--- config.mk ---
export PLATFORM = sky130hd
export DESIGN_NAME = uart_tx_arbiter
export DESIGN_NICKNAME = d
export VERILOG_FILES = /design/src/rtl/uart_pkg.sv /design/src/rtl/uart_rr_pick.sv /design/src/rtl/uart_tx_arbiter.sv
export SDC_FILE = /design/constraint.sdc
export NUM_CORES = 1
export LEC_CHECK = 0
export BUFFER_PORTS_ARGS = -buffer_cell sky130_fd_sc_hd__buf_2
export CELL_PAD_IN_SITES_DETAIL_PLACEMENT = 0
export CELL_PAD_IN_SITES_GLOBAL_PLACEMENT = 1
export CORE_UTILIZATION = 44
export DETAILED_ROUTE_END_ITERATION = 8
export GPL_TIMING_DRIVEN = 0
export HOLD_SLACK_MARGIN = 0.12
export PLACE_DENSITY_LB_ADDON = 0.1
export SETUP_SLACK_MARGIN = 0.15
export SYNTH_ARGS = -nofsm -noshare
export SYNTH_HDL_FRONTEND = slang
export SYNTH_HIERARCHICAL = 1
export SYNTH_SLANG_ARGS = --single-unit
--- constraint.sdc ---
create_clock -name clk -period 7.6 [get_ports clk]
set_clock_uncertainty 0.1 [all_clocks]
set_input_delay 1.52 -clock clk [delete_from_list [all_inputs] [get_ports clk]]
set_output_delay 1.52 -clock clk [all_outputs]
set_load 0.05 [all_outputs]
--- src/rtl/uart_pkg.sv ---
// Shared UART definitions: arbiter state encoding and the byte/oversampling
// defaults that uart_tx, uart_rx and the arbiters agree on.
package uart_pkg;

   localparam int DEF_BITWIDTH = 8;
   localparam int DEF_SB_TICK  = 16;

   typedef enum logic [1:0] {
      IDLE      = 2'd0,
      START     = 2'd1,
      WAIT_DONE = 2'd2,
      HOLD      = 2'd3
   } arb_state_t;

endpackage

--- src/rtl/uart_rr_pick.sv ---
// Round-robin picker: finds the first set request bit scanning upward from
// ptr with wrap-around. Purely combinational.
module uart_rr_pick #(
   parameter int N = 4,
   localparam int W = (N > 1) ? $clog2(N) : 1
) (
   input  logic [N-1:0] req,
   input  logic [W-1:0] ptr,
   output logic [N-1:0] gnt_onehot,
   output logic [W-1:0] gnt_idx,
   output logic         any
);

   always_comb begin
      int j;
      j          = 0;
      gnt_onehot = '0;
      gnt_idx    = '0;
      any        = 1'b0;
      for (int k = 0; k < N; k++) begin
         j = int'(ptr) + k;
         if (j >= N) j = j - N;
         if (!any && req[j]) begin
            any           = 1'b1;
            gnt_onehot[j] = 1'b1;
            gnt_idx       = W'(j);
         end
      end
   end

endmodule

--- src/rtl/uart_tx_arbiter.sv ---
// Shares one uart_tx between NUM_REQ byte producers with round-robin
// arbitration, multi-byte packet locking and a watchdog on stalled packets.
module uart_tx_arbiter
   import uart_pkg::*;
#(
   parameter int NUM_REQ      = 4,
   parameter int BITWIDTH     = DEF_BITWIDTH,
   parameter int HOLD_TIMEOUT = 1024,
   localparam int GNT_W = $clog2(NUM_REQ)
) (
   input  logic                          clk,
   input  logic                          reset,
   input  logic [NUM_REQ-1:0]            req_valid,
   input  logic [NUM_REQ*BITWIDTH-1:0]   req_data,
   input  logic [NUM_REQ-1:0]            req_last,
   output logic [NUM_REQ-1:0]            req_ready,
   output logic [NUM_REQ-1:0]            done_tick,
   output logic                          tx_start,
   output logic [BITWIDTH-1:0]           tx_din,
   input  logic                          tx_done_tick,
   output logic                          busy,
   output logic [GNT_W-1:0]              grant_id,
   output logic                          timeout_err
);

   localparam int CNT_W = $clog2(HOLD_TIMEOUT + 1);
   localparam logic [CNT_W-1:0] CNT_LAST = CNT_W'(HOLD_TIMEOUT - 1);
   localparam logic [CNT_W-1:0] CNT_MAX  = {CNT_W{1'b1}};

   arb_state_t          state, state_n;
   logic [GNT_W-1:0]    rr_ptr, rr_ptr_n;
   logic [GNT_W-1:0]    grant_n;
   logic [BITWIDTH-1:0] din_n;
   logic                lock, lock_n;
   logic [CNT_W-1:0]    hold_cnt, cnt_n;

   logic [BITWIDTH-1:0] req_bytes [NUM_REQ];
   logic [NUM_REQ-1:0]  pick_onehot;
   logic [GNT_W-1:0]    pick_idx;
   logic                pick_any;

   for (genvar i = 0; i < NUM_REQ; i++) begin : g_unpack
      assign req_bytes[i] = req_data[i*BITWIDTH +: BITWIDTH];
   end

   uart_rr_pick #(.N(NUM_REQ)) u_pick (
      .req        (req_valid),
      .ptr        (rr_ptr),
      .gnt_onehot (pick_onehot),
      .gnt_idx    (pick_idx),
      .any        (pick_any)
   );

   function automatic logic [GNT_W-1:0] next_idx(input logic [GNT_W-1:0] g);
      return (int'(g) == NUM_REQ - 1) ? '0 : g + GNT_W'(1);
   endfunction

   assign tx_start = (state == START);
   assign busy     = (state != IDLE);

   always_comb begin
      state_n     = state;
      rr_ptr_n    = rr_ptr;
      grant_n     = grant_id;
      din_n       = tx_din;
      lock_n      = lock;
      cnt_n       = hold_cnt;
      req_ready   = '0;
      done_tick   = '0;
      timeout_err = 1'b0;
      case (state)
         IDLE: begin
            if (pick_any) begin
               req_ready = pick_onehot;
               din_n     = req_bytes[pick_idx];
               grant_n   = pick_idx;
               lock_n    = ~req_last[pick_idx];
               state_n   = START;
            end
         end
         START: state_n = WAIT_DONE;
         WAIT_DONE: begin
            if (tx_done_tick) begin
               done_tick[grant_id] = 1'b1;
               if (lock) begin
                  cnt_n   = '0;
                  state_n = HOLD;
               end else begin
                  rr_ptr_n = next_idx(grant_id);
                  state_n  = IDLE;
               end
            end
         end
         HOLD: begin
            // Only the lock owner may continue; everyone else waits for release.
            if (req_valid[grant_id]) begin
               req_ready[grant_id] = 1'b1;
               din_n               = req_bytes[grant_id];
               lock_n              = ~req_last[grant_id];
               state_n             = START;
            end else if (hold_cnt == CNT_LAST) begin
               timeout_err = 1'b1;
               lock_n      = 1'b0;
               rr_ptr_n    = next_idx(grant_id);
               state_n     = IDLE;
            end else if (hold_cnt != CNT_MAX) begin
               cnt_n = hold_cnt + CNT_W'(1);
            end
         end
         default: state_n = IDLE;
      endcase
   end

   always_ff @(posedge clk) begin
      if (reset) begin
         state    <= IDLE;
         rr_ptr   <= '0;
         grant_id <= '0;
         tx_din   <= '0;
         lock     <= 1'b0;
         hold_cnt <= '0;
      end else begin
         state    <= state_n;
         rr_ptr   <= rr_ptr_n;
         grant_id <= grant_n;
         tx_din   <= din_n;
         lock     <= lock_n;
         hold_cnt <= cnt_n;
      end
   end

endmodule

# --- Word-level counts from Yosys, hierarchy flattened ---
# Cells that the tools add are included.
classes:
  n_bitwise: 7
  order_cmp: 17
  eq_ne: 16
  n_addsub: 9
  reduce_logical: 21
  muxes: 83
ops:
  columns: ["operator", "n"]
  rows:
  - ["$ge A32 B1 Y1 const B", 4]
  - ["$lt A32 B4 Y1 const B", 4]
  - ["$mux W32", 4]
  - ["$ge A32 B4 Y1 const B", 3]
  - ["$sub A32 B4 Y32 const B", 3]
  - ["$mux W11", 5]
  - ["$mux W8", 6]
  - ["$bmux W8 S2", 2]
  - ["$mux W4", 8]
  - ["$mux W2", 14]
  - ["$mux W1", 26]
  - ["$pmux W11 S2", 1]
  - ["$ne A2 B2 Y1 const B", 9]
  - ["$pmux W8 S2", 1]
  - ["$bmux W1 S2", 7]
  - ["$or A4 B4 Y4", 3]
  - ["$add A11 B1 Y11 const B", 1]
  - ["$eq A11 B10 Y1 const B", 1]
  - ["$ne A11 B11 Y1 const B", 1]
  - ["$demux W1 S2", 5]
  - ["$reduce_and A3 Y1", 3]
  - ["$logic_and A1 B1 Y1", 8]
  - ["$pmux W2 S4", 1]
  - ["$pmux W4 S2", 1]
  - ["21 further kinds", 32]
word_totals:
  inputBits: 43
  register_bits: 26
  wordCells: 159

# --- Longest topological paths before layout ---
logic_depth:
  depth_word: 21
  mapped_depth: 13

# --- By module ---
# The synthesis kept the hierarchy.
by_module_without_submodules:
  columns: ["mod", "instances", "seq_area_each_um2", "area_each_um2", "cells_per_inst"]
  rows:
  - ["uart_tx_arbiter", 1, 520.5, 2095.8, 227]
  - ["uart_rr_pick", 1, 0.0, 460.4, 48]

# --- Worst setup path before layout ---
# Ideal clock, no wire load.
synth_path:
  path_kind: "input to output"
  from: "input req_valid[2]"
  to: "output req_ready[0]"
  cell_stages: 6
  slack_ps: 2593
  path_buffers: 0
  t_required_ps: 5980
  arrival_time_ps: 3387
  cell_sequence: "mux4_1 > nor4b_4 > a22oi_1 > o21ai_0 > a22oi_1 > nor2_1"
synth_via:
  elab_chain_cells: 15
  word_cells_on_any_way: 34
synth_lines:
  columns: ["item", "line_no", "text"]
  rows:
  - ["start, declared", "uart_tx_arbiter.sv:13", "input logic [NUM_REQ-1:0] req_valid,"]
  - ["$bmux W1 S2", "uart_rr_pick.sv:23", "if (!any && req[j]) begin"]
  - ["$mux W1 (implied by the code) (2 in series)", "uart_rr_pick.sv:23", null]
  - ["$mux W1", "uart_rr_pick.sv:23", null]
  - ["$logic_not A1 Y1", "uart_rr_pick.sv:23", null]
  - ["$logic_and A1 B1 Y1", "uart_rr_pick.sv:23", null]
  - ["$mux W1", "uart_rr_pick.sv:23", null]
  - ["$logic_not A1 Y1", "uart_rr_pick.sv:23", null]
  - ["$logic_and A1 B1 Y1", "uart_rr_pick.sv:23", null]
  - ["$mux W1", "uart_rr_pick.sv:23", null]
  - ["$logic_not A1 Y1", "uart_rr_pick.sv:23", null]
  - ["$logic_and A1 B1 Y1", "uart_rr_pick.sv:23", null]
  - ["$mux W4 (*)", "uart_rr_pick.sv:23", null]
  - ["via pick_onehot[0]", "uart_tx_arbiter.sv:38", "logic [NUM_REQ-1:0] pick_onehot;"]
  - ["$mux W4 (*)", "uart_tx_arbiter.sv:73", "if (pick_any) begin"]
  - ["$pmux W4 S2 (*)", "uart_tx_arbiter.sv:71", "case (state)"]
  - ["end, declared", "uart_tx_arbiter.sv:16", "output logic [NUM_REQ-1:0] req_ready,"]
# Mark *: on every way through the listed nets, which the timed path passes. The rest lies on a longest branch. The select of a mux whose other input is x is not followed.

# --- Final worst setup path ---
layout_path:
  from: "input req_valid[2]"
  to: "output req_ready[3]"
layout_via:
  elab_chain_cells: 15
  word_cells_on_any_way: 34
layout_lines:
  columns: ["item", "line_no", "text"]
  rows:
  - ["$bmux W1 S2", "uart_rr_pick.sv:23", null]
  - ["$mux W1 (implied by the code) (2 in series)", "uart_rr_pick.sv:23", null]
  - ["$mux W1", "uart_rr_pick.sv:23", null]
  - ["$logic_not A1 Y1", "uart_rr_pick.sv:23", null]
  - ["$logic_and A1 B1 Y1", "uart_rr_pick.sv:23", null]
  - ["$mux W1", "uart_rr_pick.sv:23", null]
  - ["$logic_not A1 Y1", "uart_rr_pick.sv:23", null]
  - ["$logic_and A1 B1 Y1", "uart_rr_pick.sv:23", null]
  - ["$mux W1", "uart_rr_pick.sv:23", null]
  - ["$logic_not A1 Y1", "uart_rr_pick.sv:23", null]
  - ["$logic_and A1 B1 Y1", "uart_rr_pick.sv:23", null]
  - ["$mux W1 (*)", "uart_rr_pick.sv:23", null]
  - ["via pick_any", "uart_tx_arbiter.sv:40", "logic pick_any;"]
  - ["$mux W4 (*)", "uart_tx_arbiter.sv:73", null]
  - ["$pmux W4 S2 (*)", "uart_tx_arbiter.sv:71", null]
# Marks and branches as above.

==> reports/qor.csv <==
stage,metric,value,unit
grt,first-pass GRT wire length,11080,µm
yosys,post-synthesis xor/xnor area fraction,0,
yosys,compound-cell area share of the yosys netlist,0.2105,
grt,total congestion overflow after global routing,0,
die,Initial Util,0.4614,
sta,fmax,0.1921,GHz
yosys,Post-synth EDFFs,0,
layout,Nets,402,
yosys,"top cells by count, synth","nand2_1, dfxtp_1, nor2_1",
yosys,most numerous cell in the Yosys netlist,nand2_1,
yosys,synthesis warning total,6,
placed_design,Placer Congestion,0.7871,
sta,RSZ-0062 raised after global routing,no,
grt,initial antenna violation count,0,
power_and_ir_drop,Comb pwr share,0.618,
clock_tree,CTS tree,built,
sta,final hold vios,0,
yosys,"Seq/Total Area, Yosys",0.2036,
placed_design,IO Port Bufs,62,
detailed_routing,drt first pass iters,4,
power_and_ir_drop,sequential share of power,0.253,
power_and_ir_drop,P per Cell Area,243.7,nW/µm²
die,Core ar.,5540,µm²
sta,count of final setup violators,0,
worst_setup_path,critical path's largest stage delay,0.61,ns
die,Rows,27,
grt,largest net degree at the start of global routing,15,
clock_tree,hold_buf cts,0,
yosys,Simple-Gate Fraction of Synth Area,0.1899,
layout,"Area growth, synth to finish",17.82,%
worst_setup_path,Worst Path Required,5.98,ns
worst_setup_path,crit-path leading delay family,simple AND/OR/NAND/NOR gates,
clock_tree,number of gates resized after CTS,0,
die,full die area,6118,µm²
yosys,syn avg cell area,9.295,µm²
sta,Final Max Tran Viols,0,
clock_tree,Worst-path clk slew,0.10,ns
clock_tree,Inserted Clock Buffers,3,
worst_setup_path,crit path launch type,primary input,
yosys,largest family of logic cells by synthesized area,multiplexers,
detailed_routing,Vias per Instance,5.959,
worst_setup_path,Worst path most repeated cell,buf_2,
clock_tree,H-tree depth,1,
yosys,Synth area leaders,"dfxtp_1, mux4_2, ha_1",
layout,fin util,0.5436,
yosys,asr flop ratio synth,0,
grt,vias in the first global route,2378,
worst_setup_path,worst path bufs/invs,3,
detailed_routing,total length of routed wires,6646,µm
power_and_ir_drop,switching portion of total power,0.4948,
detailed_routing,DRT iter0 DRCs,154,
clock_tree,Worst-Skew Late Latency,0.28,ns
power_and_ir_drop,sw power,0.3631,mW
sta,min Tclk post-route,5.205,ns
clock_tree,Post-CTS Setup Repair Bufs,0,
sta,Worst-Margin Slew,0.7101,ns
sta,final setup TNS,0,ns
worst_setup_path,CP max FO,8,
yosys,"FF+latch count, synth",26,
clock_tree,CTS sink count,26,
yosys,Most used DFF post-synth,dfxtp_1,
yosys,synthesized area,2556,µm²
run,max-capacitance violation count,0,
yosys,post-synthesis mux area share,0.2535,
yosys,share of the synthesized area in the top cell type,0.2036,
power_and_ir_drop,Leak,1.193,nW
layout,layout cells sized above 1,0.2991,
clock_tree,Longest Clk Path Bufs,2,
placed_design,DP Wirelength,5027,µm
die,die height,78.22,µm
clock_tree,Clock Tree Root,clkbuf_8,
detailed_routing,average wire per standard cell,16.09,µm
layout,n_diodes,0,
die,DIE WIDTH,78.22,µm
yosys,Syn Nets,335,
yosys,Post-Synth Adder-Cell Area,0.08321,
die,# IOs,64,
hold_path,min-delay worst type,reg2reg,
detailed_routing,routed vias,2461,
yosys,Netlist cell types,51,
worst_setup_path,CP cell instances,buf_2 -> mux4_1 -> nor3_1 -> nand2b_1 -> and2_1 -> clkbuf_1 -> a22oi_1 -> nor2_1 -> buf_2,
power_and_ir_drop,total internal power,0.3708,mW
outcome,status,"complete, no violations",
detailed_routing,ANT nets after route,0,
yosys,cell accounting for the most synthesized area,dfxtp_1,
detailed_routing,drc violations,0,
worst_setup_path,slowest cell on the critical path,mux4_1,
power_and_ir_drop,Clk network pwr share,0.129,
worst_setup_path,endpoint type of the worst setup path,output port,
power_and_ir_drop,Peak supply drop,95.27,µV
yosys,Syn Inst Count,275,
sta,crit share post-route,0.6848,
worst_setup_path,critical path data arrival time,3.58,ns
grt,GRT Total Usage,0.2280,
sta,Rel. slew slack,0.5234,
worst_setup_path,Worst Setup Path Type,in2out,
[sequential cells by signal, summed over array words and instances (netlist names)]
signal    cells
rr_ptr        2
grant_id      2
lock          1
state         2
hold_cnt     11
tx_din        8
[cell usage in the layout (no fill, tap or decap), types with 3 or more instances in the layout]
master	netlist	routed
a21oi_1	5	5
a22oi_1	12	12
a311oi_1	10	10
a32o_1	6	6
a41oi_1	3	3
and2_1	3	3
and3_1	6	6
buf_2	4	66
clkbuf_1	13	13
clkbuf_8	0	4
dfxtp_1	26	26
ha_1	17	17
inv_1	12	12
mux2_2	3	3
mux2i_1	7	7
mux4_1	3	3
mux4_2	20	20
nand2_1	28	28
nand2b_1	3	3
nand3_1	3	3
nand4_1	4	4
nor2_1	21	21
nor2b_1	4	4
nor3_1	8	8
nor4_1	4	4
o211ai_1	6	6
o21ai_0	9	9
o31ai_1	3	3
[worst register-to-register path, stage by stage, from the launching register on]
cell and delay (ns):
dfxtp_1 0.58, inv_1 0.19, ha_1 0.39, mux4_2 0.32, buf_6 0.16, o311ai_0 0.35
a32o_1 0.17, buf_1 0.48, mux4_2 0.32, nor2_1 0.04, a2111oi_0 0.38, a211oi_1 0.09
[stage by stage]
stage	worst slack, ns	instances	instance area, µm²	hold slack, ns	power, mW
finish	2.395	413	3012	0.3655	0.7339
global route	2.246	413	3012	0.3924	0.7849
CTS	2.415	413	3012	0.3581	0.7363
detailed placement	2.417	409	2957	0.3441	0.6431
global placement	2.419	409	2957	0.3313	0.6424
floorplan	2.593	275	2556	0.3250	0.5429
[cell type report]
cell class	instances	area, µm²
Clock buffer	4	55.05
Tap cell	72	90.09
Inverter	14	52.55
Fill cell	547	2529
Buffer	21	98.84
Multi-Input combinational cell	214	1884
Sequential cell	26	520.5
Timing Repair Buffer	62	310.3
[metal layers]
layer  track usage  share of wire  vias to the layer above
li1              -              -                     1210
met1        0.3004           0.46                     1182
met2        0.3904           0.49                       65
met3       0.03023          0.042                        4
met4       0.06296         0.0083                        0
met5             0              0                        -
[worst paths after layout]
kind,from,to,slack (ns),cells after the start
hold / removal,hold_cnt[10]$_SDFFE_PP0P_,hold_cnt[10]$_SDFFE_PP0P_,0.37,1
setup / recovery,req_valid[2],req_ready[3],2.40,9
setup reg to reg,rr_ptr[1]$_SDFFE_PP0P_,lock$_SDFFE_PP0P_,3.92,11
hold reg to reg,hold_cnt[10]$_SDFFE_PP0P_,hold_cnt[10]$_SDFFE_PP0P_,0.37,1
[logic make-up (layout without fill, tap and decap cells)]
kind of cell               after synthesis  after routing
AOI/OAI and AO/OA                       69             69
adders and majority gates               17             17
DFF                                     26             26
buffers and inverters                   35            101
and+or+nand+nor                         94             94
muxes                                   34             34
[power groups by stage]
stage               combinational (mW)  clock, mW  sequential (mW)
global route                     0.494      0.101            0.190
CTS                              0.455     0.0955            0.186
global placement                 0.455          0            0.188
floorplan                        0.284          0            0.259
detailed placement               0.455          0            0.188
finish                           0.453     0.0950            0.185
(Power assumes the default switching activity.)
